===== config.mk =====
export PLATFORM = sky130hd
export DESIGN_NAME = exception_commit_ctrl
export DESIGN_NICKNAME = d
export VERILOG_FILES = /design/src/rtl/sirius_exp_pkg.sv /design/src/rtl/exp_drain_timer.sv /design/src/rtl/exception_commit_ctrl.sv
export SDC_FILE = /design/constraint.sdc
export NUM_CORES = 1
export LEC_CHECK = 0
export ABC_AREA = 0
export BUFFER_PORTS_ARGS = -buffer_cell sky130_fd_sc_hd__buf_2
export CAP_MARGIN = 10
export CORE_MARGIN = 3
export CORE_UTILIZATION = 47
export DETAILED_ROUTE_END_ITERATION = 8
export PLACE_DENSITY = 0.79
export SYNTH_ARGS = -nofsm -noshare
export SYNTH_HDL_FRONTEND = slang
export SYNTH_SLANG_ARGS = --single-unit

===== constraint.sdc =====
create_clock -name clk -period 2 [get_ports clk]
set_input_delay 0.4 -clock clk [delete_from_list [all_inputs] [get_ports clk]]
set_output_delay 0.4 -clock clk [all_outputs]
set_load 0.03 [all_outputs]

===== src/rtl/sirius_exp_pkg.sv =====
// Shared definitions for the exception/eret commit controller: state encoding,
// flush-vector bit positions and the default drain bound.
package sirius_exp_pkg;

  typedef enum logic [1:0] {
    ST_IDLE     = 2'd0,
    ST_DRAIN    = 2'd1,
    ST_COMMIT   = 2'd2,
    ST_REDIRECT = 2'd3
  } exp_state_e;

  localparam int FLUSH_IF  = 0;
  localparam int FLUSH_ID  = 1;
  localparam int FLUSH_EX  = 2;
  localparam int FLUSH_MEM = 3;

  localparam logic [3:0] FLUSH_ALL = 4'((1 << FLUSH_MEM) | (1 << FLUSH_EX) |
                                        (1 << FLUSH_ID)  | (1 << FLUSH_IF));

  localparam int DRAIN_MAX_DEF = 255;

endpackage


===== src/rtl/exp_drain_timer.sv =====
// Saturating 8-bit cycle counter for the bus-drain phase; expired flags the
// cycle whose closing edge brings the count up to MAX.
module exp_drain_timer
  import sirius_exp_pkg::*;
#(
  parameter int MAX = DRAIN_MAX_DEF
) (
  input  logic       clk,
  input  logic       rst,
  input  logic       clear,
  input  logic       enable,
  output logic       expired,
  output logic [7:0] count
);

  always_ff @(posedge clk) begin
    if (rst || clear)
      count <= 8'd0;
    else if (enable && (count != 8'hFF))
      count <= count + 8'd1;
  end

  assign expired = (int'(count) + 1) >= MAX;

endmodule


===== src/rtl/exception_commit_ctrl.sv =====
// Exception/eret commit sequencer: flush, wait for buses to drain, strobe CP0,
// then hold a PC redirect until fetch takes it.
module exception_commit_ctrl
  import sirius_exp_pkg::*;
#(
  parameter int DRAIN_MAX = DRAIN_MAX_DEF
) (
  input  logic        clk,
  input  logic        rst,
  input  logic        exp_detect,
  input  logic        exp_detect_salve,
  input  logic        cp0_exp_en,
  input  logic        cp0_exl_clean,
  input  logic [31:0] exp_pc_address,
  input  logic        mem_busy,
  input  logic        ibus_busy,
  input  logic        redirect_ready,
  output logic [3:0]  flush,
  output logic        commit_busy,
  output logic        cp0_commit_wen,
  output logic        cp0_exl_clr,
  output logic        redirect_valid,
  output logic [31:0] redirect_pc,
  output logic        commit_slave,
  output logic        drain_timeout
);

  exp_state_e  state, state_nxt;
  logic        accept;
  logic        bus_busy;
  logic        drain_expired;
  logic [7:0]  drain_cnt;
  logic        drain_stop;
  logic [31:0] lat_pc;
  logic        lat_exp_en;
  logic        lat_exl_clean;
  logic        lat_slave;

  assign accept   = (state == ST_IDLE) && exp_detect;
  assign bus_busy = mem_busy || ibus_busy;

  exp_drain_timer #(.MAX(DRAIN_MAX)) u_drain_timer (
    .clk     (clk),
    .rst     (rst),
    .clear   (accept),
    .enable  (state == ST_DRAIN),
    .expired (drain_expired),
    .count   (drain_cnt)
  );

  // A saturated counter also forces the exit, so an oversized DRAIN_MAX can't stall here.
  assign drain_stop = drain_expired || (drain_cnt == 8'hFF);

  always_ff @(posedge clk) begin
    if (rst) begin
      state         <= ST_IDLE;
      lat_pc        <= 32'h0;
      lat_exp_en    <= 1'b0;
      lat_exl_clean <= 1'b0;
      lat_slave     <= 1'b0;
      drain_timeout <= 1'b0;
    end else begin
      state <= state_nxt;
      if (accept) begin
        lat_pc        <= exp_pc_address;
        lat_exp_en    <= cp0_exp_en;
        lat_exl_clean <= cp0_exl_clean;
        lat_slave     <= exp_detect_salve;
      end
      if ((state == ST_DRAIN) && bus_busy && drain_stop)
        drain_timeout <= 1'b1;
    end
  end

  always_comb begin
    state_nxt = state;
    unique case (state)
      ST_IDLE:     if (exp_detect) state_nxt = ST_DRAIN;
      ST_DRAIN:    if (!bus_busy || drain_stop) state_nxt = ST_COMMIT;
      ST_COMMIT:   state_nxt = ST_REDIRECT;
      ST_REDIRECT: if (redirect_ready) state_nxt = ST_IDLE;
      default:     state_nxt = ST_IDLE;
    endcase
  end

  // Flush fires in the detect cycle itself; everything else decodes from state.
  assign flush          = ((state != ST_IDLE) || exp_detect) ? FLUSH_ALL : 4'b0000;
  assign commit_busy    = (state != ST_IDLE);
  assign cp0_commit_wen = (state == ST_COMMIT) && lat_exp_en;
  assign cp0_exl_clr    = (state == ST_COMMIT) && lat_exl_clean;
  assign redirect_valid = (state == ST_REDIRECT);
  assign redirect_pc    = lat_pc;
  assign commit_slave   = lat_slave;

endmodule


==> qor.yml <==
synth:
  synth.cell_area_um2: 1910
  synth_top_cell_area_share_pct: 48.1
  post_synth.cell_area_avg_um2: 7.94
  ys_warn_count: 0
  ys.flop_type: "dfxtp_1"
  yosys-top-cells-count: "nand2_1 (76), dfxtp_1 (46), a21oi_1 (39), nor2_1 (12)"
  synth_area_leaders: "dfxtp_1 (48%), nand2_1 (15%), a21oi_1 (10%)"
  seq_area_frac_synth_pct: 48.1
  ys_ff_latch: 46
  ys_types: 33
  yosysMostFrequentCell: "nand2_1"
  synth_nets: 289
  synth_top_area_cell: "dfxtp_1"
  ys_async_sr_fraction_pct: 0
  synth_edf_count: 0
  synth_cells: 241
global_route:
  grt_use_met1_pct: 20.7
  grt.busiest_layer: "met2"
  grt_pass1_vias: 1585
  grt-ovfl-total: 0
  grt_use_met3_pct: 7.10
  grt_pass1_wl_um: 6580
  use_met2_pct: 25.0
  grt_max_degree: 36
  antenna_found_initial: 0
  grt_use_total_pct: 16.2
routing:
  wire_per_inst_um: 11.3
  firstDrtPassIters: 4
  vias: 1799
  drt_iter0_drc: 73
  via_per_inst: 4.92
  drc: 0
  ant_nets: 0
  wirelength_um: 4130
die:
  num_io_pins: 83
  num_rows: 22
  core_um2: 3800
  die_h_um: 69.8
  die_w_um: 69.8
  initial_core_util_pct: 50.4
  die_area_um2: 4870
clocking:
  clockRootBuffer: "clkbuf_8"
  postCtsSetupBuffers: 0
  htreeDepth: 2
  postCtsHoldBufs: 0
  cts_tree: "yes"
  worstSkewPairLatency_ps: 290
  cts_buffer_depth: 2
  clock_sinks: 46
  cts_resized: 0
  cts_buffers: 5
  clk_pin_slew_ps: 80
final_layout:
  regArea_um2: 921
  stdcell_count: 366
  drive_above_1_share_pct: 31.1
  nFillCells: 326
  fin_nets: 365
  syn_to_final_growth_pct: 26.6
  multi_input_area_um2: 882
  design_area_um2: 2420
  n_antenna_cell: 0
worst_hold_path:
  hold_class: "in -> reg"
job:
  maxCapViolations: 0
critical_path:
  end_kind: "output port"
  slowest_stage: "dfxtp_1"
  cp.arrival_ps: 1380
  r2r_slack_ps: 360
  crit_type: "reg -> out"
  critPathMaxStageDelay_ps: 370
  crit_chain: "inv_1 > ha_1 > nand2b_1 > buf_2"
  required_ps: 1600
  cp-start-kind: "flop"
  crit_fanout: 5
sta:
  rsz0062_at_grt: "false"
  slew_violations: 0
  tightest_slew_ps: 354
  fin_setup_tns_ps: 0
  finalHoldViolCount: 0
  max-slew-margin-rel_pct: 76.4
  min_period_ps: 1780
  fmax_ghz: 0.561
  period_share_pct: 89.2
  layout_setup_ws_ps: 216
  setup_viol: 0
  hold_ws_ps: 337
  fin_skew_ps: 4.25
power:
  netSwitchingFraction_pct: 40.3
  clkPwrFrac_pct: 20.3
  p_sw_mw: 1.13
  power_frac_seq_pct: 40.7
  p_leak_nw: 1.13
  ir_drop_mv: 0.678
  power.density_nw_per_um2: 1160
  p_comb_share_pct: 39.0
  p_int_mw: 1.67
placed_design:
  dpl.hpwl_um: 3050
  place_ws_ps: 408
  place_area_um2: 2330
  dpl.cell_count: 358
  portBuffers: 82
  place.gp.congestion: 0.768
run_status:
  status: "finished clean"
worst max-delay path, delay by kind of cell, from the launching register on:
kind	cells	cell delay, ps
flops	1	370
buf+inv	2	320
fa+ha+maj	1	240
simple gates	1	150
final cells by class:
cell class,instances,area share [%]
Sequential cell,46,38.0
Clock inverter,1,0.207
Timing Repair Buffer,86,18.2
Inverter,7,1.09
Multi-Input combinational cell,171,36.4
Clock buffer,7,3.57
Tap cell,48,2.48
metrics by stage:
step / power (mW) / util (%)
global route: 2.99 / 63.7
CTS: 2.84 / 63.7
floorplan: 1.98 / -
detailed placement: 2.27 / 61.3
global placement: 2.24 / 61.3
finish: 2.80 / 63.7
sequential cells by signal, indices dropped and copies added (netlist names):
signal,flops
drain_timeout,1
commit_slave,1
lat_exp_en,1
lat_exl_clean,1
redirect_pc,32
state,2
u_drain_timer.count,8
cell usage in the layout, fill, tap and decap left out, drive strengths merged:
master and n:
o31a 1, clkbuf 7, nor2 12, xor2 1
o221ai 1, nand2 76, inv 7, dfxtp 46
and3 3, o41ai 2, a21o 1, and4 1
a31oi 1, nand3 3, xnor2 1, nand4 2
buf 86, nand2b 2, clkinv 1, ha 7
nor3b 2, o21ai 6, mux2i 1, a211oi 2
a21oi 39, o2111ai 1, nor3 2, and2 4
final timing paths:
path,from,end,depth (start not counted)
worst max-delay path,state[0],flush[2],4
worst min-delay path,cp0_exl_clean,lat_exl_clean,3
worst max register to register,u_drain_timer.count[0],state[1],7
worst min register to register,lat_exl_clean,lat_exl_clean,2
power groups by stage:
stage	clock network (mW)	registers (mW)	logic, mW
after floorplan	0	1.38	0.601
after global placement	0	1.15	1.09
after detailed placement	0	1.16	1.10
after CTS	0.590	1.14	1.11
after global routing	0.629	1.16	1.20
final	0.569	1.14	1.09
cells by family after synthesis:
group,synth area share [%]
and+or+nand+nor,24.0
AOI/OAI and AO/OA,16.1
DFF,48.1
buffers and inverters,5.76
xor gates and xnor gates,0.916
adders and majority gates,4.58
muxes,0.523
routing by layer:
layer  vias to the layer above  part of all wire, %  wire (um)
met5                         -                    0          0
li1                        943                    -          -
met2                        61                   42       1750
met3                         5                  9.4        387
met1                       790                   47       1950
met4                         0                 0.94         39
(Power assumes the default switching activity.)
